[src/rtl/hazard_unit_pkg.sv]
// -----------------------------------------------------------------------------
// hazard_unit_pkg
// Shared types for the pipeline hazard controller.
//   sb_entry_t  : one scoreboard slot describing an in-flight register writer
//   FWD_REGFILE : forward-select code meaning "use ID/EX register data"
// Scoreboard entries hold destination addresses zero-extended to SB_RD_W bits,
// so any REG_AW up to SB_RD_W is supported.
// -----------------------------------------------------------------------------
package hazard_unit_pkg;

  localparam int SB_RD_W     = 8;
  localparam int FWD_REGFILE = 0;

  typedef struct packed {
    logic               valid;
    logic [SB_RD_W-1:0] rd;
    logic               is_load;
  } sb_entry_t;

endpackage

[src/rtl/hazard_scoreboard.sv]
// -----------------------------------------------------------------------------
// hazard_scoreboard
// Shift register of in-flight writers plus a youngest-match priority encoder
// for two source operands.
// Ports:
//   clk, rst          clock, synchronous active-high reset
//   issue_i           ID instruction advances into EX this edge
//   rd_addr_i/rd_we_i destination of the ID instruction
//   is_load_i         ID instruction is a load
//   src_a/b_addr_i    source register addresses being checked
//   hit_*_o           some in-flight writer matches the source
//   pos_*_o           k+1 of the youngest matching entry k
//   load_*_o          the youngest matching entry is a load
// -----------------------------------------------------------------------------
module hazard_scoreboard
  import hazard_unit_pkg::*;
#(
  parameter int REG_AW    = 5,
  parameter int FWD_DEPTH = 2,
  parameter int SELW      = $clog2(FWD_DEPTH + 1)
) (
  input  logic              clk,
  input  logic              rst,
  input  logic              issue_i,
  input  logic [REG_AW-1:0] rd_addr_i,
  input  logic              rd_we_i,
  input  logic              is_load_i,
  input  logic [REG_AW-1:0] src_a_addr_i,
  input  logic [REG_AW-1:0] src_b_addr_i,
  output logic              hit_a_o,
  output logic [SELW-1:0]   pos_a_o,
  output logic              load_a_o,
  output logic              hit_b_o,
  output logic [SELW-1:0]   pos_b_o,
  output logic              load_b_o
);

  sb_entry_t              sb_w [FWD_DEPTH];
  sb_entry_t              ent0_d;
  logic [FWD_DEPTH-1:0]   match_a;
  logic [FWD_DEPTH-1:0]   match_b;
  logic [SB_RD_W-1:0]     src_a_ext;
  logic [SB_RD_W-1:0]     src_b_ext;

  assign src_a_ext = SB_RD_W'(src_a_addr_i);
  assign src_b_ext = SB_RD_W'(src_b_addr_i);

  // Writers of x0 and non-writers never occupy a slot, so x0 can never match.
  always_comb begin
    ent0_d = '0;
    if (issue_i && rd_we_i && (rd_addr_i != '0)) begin
      ent0_d.valid   = 1'b1;
      ent0_d.rd      = SB_RD_W'(rd_addr_i);
      ent0_d.is_load = is_load_i;
    end
  end

  genvar gi;
  generate
    for (gi = 0; gi < FWD_DEPTH; gi++) begin : g_sb
      sb_entry_t ent_q;

      if (gi == 0) begin : g_head
        always_ff @(posedge clk) begin
          if (rst) ent_q <= '0;
          else     ent_q <= ent0_d;
        end
      end else begin : g_tail
        always_ff @(posedge clk) begin
          if (rst) ent_q <= '0;
          else     ent_q <= sb_w[gi-1];
        end
      end

      assign sb_w[gi]    = ent_q;
      assign match_a[gi] = ent_q.valid && (ent_q.rd == src_a_ext);
      assign match_b[gi] = ent_q.valid && (ent_q.rd == src_b_ext);
    end
  endgenerate

  // Walk from oldest to youngest so the lowest matching k is left standing.
  always_comb begin
    hit_a_o  = 1'b0;
    pos_a_o  = '0;
    load_a_o = 1'b0;
    hit_b_o  = 1'b0;
    pos_b_o  = '0;
    load_b_o = 1'b0;
    for (int k = FWD_DEPTH - 1; k >= 0; k--) begin
      if (match_a[k]) begin
        hit_a_o  = 1'b1;
        pos_a_o  = SELW'(k + 1);
        load_a_o = sb_w[k].is_load;
      end
      if (match_b[k]) begin
        hit_b_o  = 1'b1;
        pos_b_o  = SELW'(k + 1);
        load_b_o = sb_w[k].is_load;
      end
    end
  end

endmodule

[src/rtl/hazard_unit.sv]
// -----------------------------------------------------------------------------
// hazard_unit
// Pipeline hazard controller sitting beside the ID-stage decoder: load-use
// interlock, EX operand forward selection and redirect flush sequencing.
// Ports:
//   clk, rst                  clock, synchronous active-high reset
//   id_valid                  ID holds a real instruction
//   id_rs1/rs2_addr, _used    ID source operands and whether they are read
//   id_rd_addr, id_rd_we      ID destination and write enable
//   id_is_load                ID instruction is a load
//   id_redirect               jump / taken branch resolved in ID
//   stall                     hold PC and IF/ID, bubble into ID/EX
//   flush_id                  IF/ID loads a NOP at this edge
//   fwd_sel_a/b               EX operand source (0 = ID/EX data, j = position j)
// Build option HAZARD_PERF_EN adds perf_stall_cnt / perf_flush_cnt, saturating
// counts of cycles with stall and flush_id asserted.
// -----------------------------------------------------------------------------
module hazard_unit
  import hazard_unit_pkg::*;
#(
  parameter int REG_AW         = 5,
  parameter int FWD_DEPTH      = 2,
  parameter int LOAD_LAT       = 2,
  parameter int BRANCH_PENALTY = 2,
  parameter int SELW           = $clog2(FWD_DEPTH + 1)
) (
  input  logic              clk,
  input  logic              rst,
  input  logic              id_valid,
  input  logic [REG_AW-1:0] id_rs1_addr,
  input  logic [REG_AW-1:0] id_rs2_addr,
  input  logic              id_rs1_used,
  input  logic              id_rs2_used,
  input  logic [REG_AW-1:0] id_rd_addr,
  input  logic              id_rd_we,
  input  logic              id_is_load,
  input  logic              id_redirect,
  output logic              stall,
  output logic              flush_id,
  output logic [SELW-1:0]   fwd_sel_a,
  output logic [SELW-1:0]   fwd_sel_b
`ifdef HAZARD_PERF_EN
  ,
  output logic [31:0]       perf_stall_cnt,
  output logic [31:0]       perf_flush_cnt
`endif
);

  localparam int CNTW = (BRANCH_PENALTY > 1) ? $clog2(BRANCH_PENALTY) : 1;

  logic            hit_a, hit_b, load_a, load_b;
  logic [SELW-1:0] pos_a, pos_b;
  logic            src_a_live, src_b_live;
  logic            stall_a, stall_b, stall_raw;
  logic            issue;
  logic            redirect_fire;
  logic [CNTW-1:0] flush_cnt_q, flush_cnt_d;
  logic [SELW-1:0] fwd_a_q, fwd_a_d;
  logic [SELW-1:0] fwd_b_q, fwd_b_d;

  assign src_a_live = id_rs1_used && (id_rs1_addr != '0);
  assign src_b_live = id_rs2_used && (id_rs2_addr != '0);

  // A load at position pos delivers data only from LOAD_LAT onward.
  assign stall_a   = src_a_live && hit_a && load_a && (int'(pos_a) < LOAD_LAT);
  assign stall_b   = src_b_live && hit_b && load_b && (int'(pos_b) < LOAD_LAT);
  assign stall_raw = id_valid && (stall_a || stall_b);
  assign issue     = id_valid && !stall_raw;

  // A redirect only counts when its instruction actually leaves ID, so a
  // stalled branch is naturally re-presented and fires once the stall clears.
  assign redirect_fire = id_redirect && issue && (flush_cnt_q == '0);

  assign stall    = !rst && stall_raw;
  assign flush_id = !rst && (redirect_fire || (flush_cnt_q != '0));

  hazard_scoreboard #(
    .REG_AW    (REG_AW),
    .FWD_DEPTH (FWD_DEPTH),
    .SELW      (SELW)
  ) u_sb (
    .clk          (clk),
    .rst          (rst),
    .issue_i      (issue),
    .rd_addr_i    (id_rd_addr),
    .rd_we_i      (id_rd_we),
    .is_load_i    (id_is_load),
    .src_a_addr_i (id_rs1_addr),
    .src_b_addr_i (id_rs2_addr),
    .hit_a_o      (hit_a),
    .pos_a_o      (pos_a),
    .load_a_o     (load_a),
    .hit_b_o      (hit_b),
    .pos_b_o      (pos_b),
    .load_b_o     (load_b)
  );

  // Writers older than the scoreboard have already reached the regfile, whose
  // write-through covers them, so a miss selects the ID/EX register data.
  always_comb begin
    fwd_a_d = SELW'(FWD_REGFILE);
    fwd_b_d = SELW'(FWD_REGFILE);
    if (issue && src_a_live && hit_a) fwd_a_d = pos_a;
    if (issue && src_b_live && hit_b) fwd_b_d = pos_b;
  end

  always_comb begin
    flush_cnt_d = flush_cnt_q;
    if (redirect_fire)
      flush_cnt_d = CNTW'(BRANCH_PENALTY - 1);
    else if (flush_cnt_q != '0)
      flush_cnt_d = flush_cnt_q - 1'b1;
  end

  always_ff @(posedge clk) begin
    if (rst) begin
      fwd_a_q     <= '0;
      fwd_b_q     <= '0;
      flush_cnt_q <= '0;
    end else begin
      fwd_a_q     <= fwd_a_d;
      fwd_b_q     <= fwd_b_d;
      flush_cnt_q <= flush_cnt_d;
    end
  end

  assign fwd_sel_a = fwd_a_q;
  assign fwd_sel_b = fwd_b_q;

`ifdef HAZARD_PERF_EN
  logic [31:0] perf_stall_q, perf_stall_d;
  logic [31:0] perf_flush_q, perf_flush_d;

  always_comb begin
    perf_stall_d = perf_stall_q;
    perf_flush_d = perf_flush_q;
    if (stall && (perf_stall_q != 32'hFFFF_FFFF))
      perf_stall_d = perf_stall_q + 32'd1;
    if (flush_id && (perf_flush_q != 32'hFFFF_FFFF))
      perf_flush_d = perf_flush_q + 32'd1;
  end

  always_ff @(posedge clk) begin
    if (rst) begin
      perf_stall_q <= '0;
      perf_flush_q <= '0;
    end else begin
      perf_stall_q <= perf_stall_d;
      perf_flush_q <= perf_flush_d;
    end
  end

  assign perf_stall_cnt = perf_stall_q;
  assign perf_flush_cnt = perf_flush_q;
`endif

endmodule

[config.mk]
export PLATFORM = sky130hd
export DESIGN_NAME = hazard_unit
export DESIGN_NICKNAME = d
export VERILOG_FILES = /design/src/rtl/hazard_unit_pkg.sv /design/src/rtl/hazard_scoreboard.sv /design/src/rtl/hazard_unit.sv
export SDC_FILE = /design/constraint.sdc
export NUM_CORES = 1
export LEC_CHECK = 0
export CORE_MARGIN = 10
export CORE_UTILIZATION = 47
export DETAILED_ROUTE_END_ITERATION = 8
export MAX_ROUTING_LAYER = met4
export PLACE_DENSITY = 0.81
export SLEW_MARGIN = 20
export SYNTH_ARGS = -nofsm -noshare
export SYNTH_HDL_FRONTEND = slang
export SYNTH_SLANG_ARGS = --single-unit
[constraint.sdc]
create_clock -name clk -period 3.8 [get_ports clk]
set_clock_uncertainty 0.1 [all_clocks]
set_input_delay 0.76 -clock clk [delete_from_list [all_inputs] [get_ports clk]]
set_output_delay 0.76 -clock clk [all_outputs]
set_load 0.03 [all_outputs]
==> metrics.md <==
| Metric | Value |
|---|---|
| Peak Freq | `293.2 MHz` |
| Register area share after synthesis | `40.79%` |
| Area growth from synthesis to layout | `40.09%` |
| Fin area | `0.001237 mm²` |
| Post-synthesis register bit count | `18` |
| RSZ-0062 raised after global routing | `false` |
| Initial DRC Count | `5` |
| First-pass GRT wire length | `3.360 mm` |
| Crit-path max FO | `4` |
| R2r setup slk | `2050 ps` |
| Core Util, Final | `70.90%` |
| Post-CTS Setup Bufs | `0` |
| Root buf cell | `clkbuf_4` |
| Post-DR vias/cell | `5.007` |
| Post-CTS sizing | `0` |
| Die ar. | `0.004013 mm²` |
| Setup crit end kind | `output port` |
| Final WL | `2.035 mm` |
| Fin crit share | `89.76%` |
| Path depth of the worst reg2reg path | `6` |
| PD cells | `296.3 mW/mm²` |
| Cell taking the most area after synthesis | `dfxtp_1` |
| Antenna cells | `0` |
| CTS buffer count | `3` |
| Setup CP Type | `in -> out` |
| DR DRC count | `0` |
| Final setup fails | `0` |
| Total negative slack | `0 ps` |
| Vias in the first global route | `733` |
| Syn Nets | `114` |
| Met1 usage | `13.45%` |
| Max cap viols | `0` |
| Reg2reg end | `u_sb.g_sb[0].ent_q[0]` |
| Die H | `63.35 µm` |
| Final setup margin | `389.3 ps` |
| Post-route minimum period | `3411 ps` |
| Synth top cells by count | `dfxtp_1, xnor2_1, xor2_1` |
| H-tree Lvls | `1` |
| Pre-CTS setup slack | `386.8 ps` |
| FP Rows | `15` |
| Mapped Area | `883.3 µm²` |
| Clk sinks | `18` |
| Hold Violations, Final | `0` |
| Worst Hold End | `flush_cnt_q` |
| Met3 usage | `1.237%` |
| Share of post-route cells with drive strength above 1 | `16.13%` |
| Cells on Worst Hold Path | `1` |
| VDD IR max | `207.7 µV` |
| Storage cell area | `360.3 µm²` |
| Vias | `746` |
| Core box area | `0.001745 mm²` |
| CP max stage delay | `590 ps` |
| PortBufs | `28` |
| Post-Synthesis Cells | `91` |
| Detailed Routing Iterations Pass 1 | `4` |
| Fillers | `131` |
| Element type at the critical path start | `primary input` |
| R2r startpoint | `u_sb.g_sb[0].ent_q[4]` |
| Critical Path AT | `2550 ps` |
| Layout Nets | `148` |
| Post-DRT Antenna Nets | `0` |
| Gr usage total | `10.43%` |
| Multi-input gate area in the final layout | `511.7 µm²` |
| Placer Congestion | `0.9293` |
| CTS tree | `built` |
| Io pins | `29` |
| Crit path required time | `2940 ps` |
| Placement Cell Area | `0.001201 mm²` |
| Synth area leaders | `dfxtp_1, xnor2_1, xor2_1` |
| Pwr Total | `366.6 µW` |
| Predominant post-synthesis flop cell | `dfxtp_1` |
| Netlist cell types | `24` |
| CP Cell Sequence | `clkdlybuf4s50_1 -> xnor2_1 -> nand4_1 -> or3_4 -> a21boi_2 -> and2_1 -> buf_4` |
| Avg WL per Cell | `13.66 µm` |
| HP Start | `flush_cnt_q` |
| Gr ovfl total | `0` |
| Clock buffer depth | `2` |
| Post-DP HPWL | `1.747 mm` |
| EDFF count, synth | `0` |
| Die Width | `63.35 µm` |
| Critical path's slowest cell | `clkdlybuf4s50_1` |
| Reg clk slew, reported paths | `100 ps` |
| Slew HR | `77.94%` |
| Clock latency on the worst-skew pair | `280 ps` |
| Top cell type's share of synthesized area | `40.79%` |
| Initial antenna violation count | `0` |
| Largest net degree at the start of global routing | `11` |
| Hold Path Class | `reg -> reg` |
| Actual slew at the worst max-slew pin | `329.8 ps` |
| Met2 Resource Use GR | `15.33%` |
| Status | `completed` |
| Final Slew Violations | `0` |
| Starting Density | `50.61%` |
| Busiest grt layer | `met2` |
| CTS Hold Bufs | `0` |
| Yosys warns | `0` |
| Pleak | `0.0004490 µW` |
| Syn_area_per_cell | `9.707 µm²` |
| Top-count cell post-synth | `dfxtp_1` |
| Post-synth ARST share | `0%` |
power breakdown:
part	switching [µW]	internal [µW]	leakage, µW
sequential	3.89	192	0.000146
combinational	23.8	35.7	0.000282
clock	52.7	58.2	0.0000210
cell families (layout without fill, tap and decap cells):
group | Yosys count | after routing | synth area share [%]
flops | 18 | 18 | 40.79
compound gates | 8 | 8 | 9.207
buf+inv | 3 | 36 | 1.275
simple gates | 42 | 42 | 28.89
xor+xnor | 20 | 20 | 19.83
per-stage QoR:
| step | std cells | hold WS [ps] |
|---|---|---|
| floorplan | 91 | 331.4 |
| global placement | 145 | 351.7 |
| detailed placement | 145 | 358.7 |
| CTS | 149 | 370.6 |
| global route | 149 | 409.0 |
| finish | 149 | 369.9 |
per-layer routing:
layer	share of wire (%)	up-vias	routed length (µm)
met5	0	-	0
met4	2.3	0	47
met3	2.2	4	44
met2	45	23	909
met1	51	334	1033
li1	-	385	-
worst max path at each step:
stage               cells after the start  endpoint           start  slack, ps
floorplan                               5  flush_id  id_rs1_addr[2]        600
global placement                        7     stall  id_rs1_addr[1]        400
detailed placement                      7  flush_id  id_rs2_addr[1]        390
CTS                                     7  flush_id  id_rs1_addr[2]        380
global route                            7     stall  id_rs1_addr[1]        290
finish                                  7     stall  id_rs1_addr[1]        390
state kept, by name (all words and copies together), names as in the netlist:
register,cells
u_sb.g_sb.ent_q,13
fwd_sel_b,2
fwd_sel_a,2
flush_cnt_q,1
final cells by class:
| class | count | share of cell area [%] |
|---|---|---|
| clock buffers | 4 | 2.932 |
| inverters | 2 | 0.6067 |
| multi-input cells | 70 | 41.35 |
| flip-flops and latches | 18 | 29.12 |
| well taps | 25 | 2.528 |
| repair buffers | 30 | 23.46 |
critical path: cells and delay by family:
kind                   cells  cell delay [ps]
XOR/XNOR                   1              140
AO/OA/AOI/OAI              1              170
AND/OR/NAND/NOR            3              730
buffers and inverters      2              740
layout by cell type (no fill, tap or decap):
cell,instances
a21boi_2,1
or4_1,1
nand3_1,5
o21ai_4,1
a21oi_1,2
xnor2_1,12
or4_4,2
xor2_1,8
o21ai_2,1
nor4b_2,1
nand2_1,3
a2111oi_2,2
o21ai_0,1
dfxtp_1,18
nand2b_1,2
inv_2,2
nor3_1,5
buf_4,4
clkbuf_4,3
nor2b_1,7
nand4_1,4
nor2_1,7
nor4_1,2
and2_1,1
clkdlybuf4s50_1,26
or3_4,2
clkbuf_8,1
(Power assumes the default switching activity.)
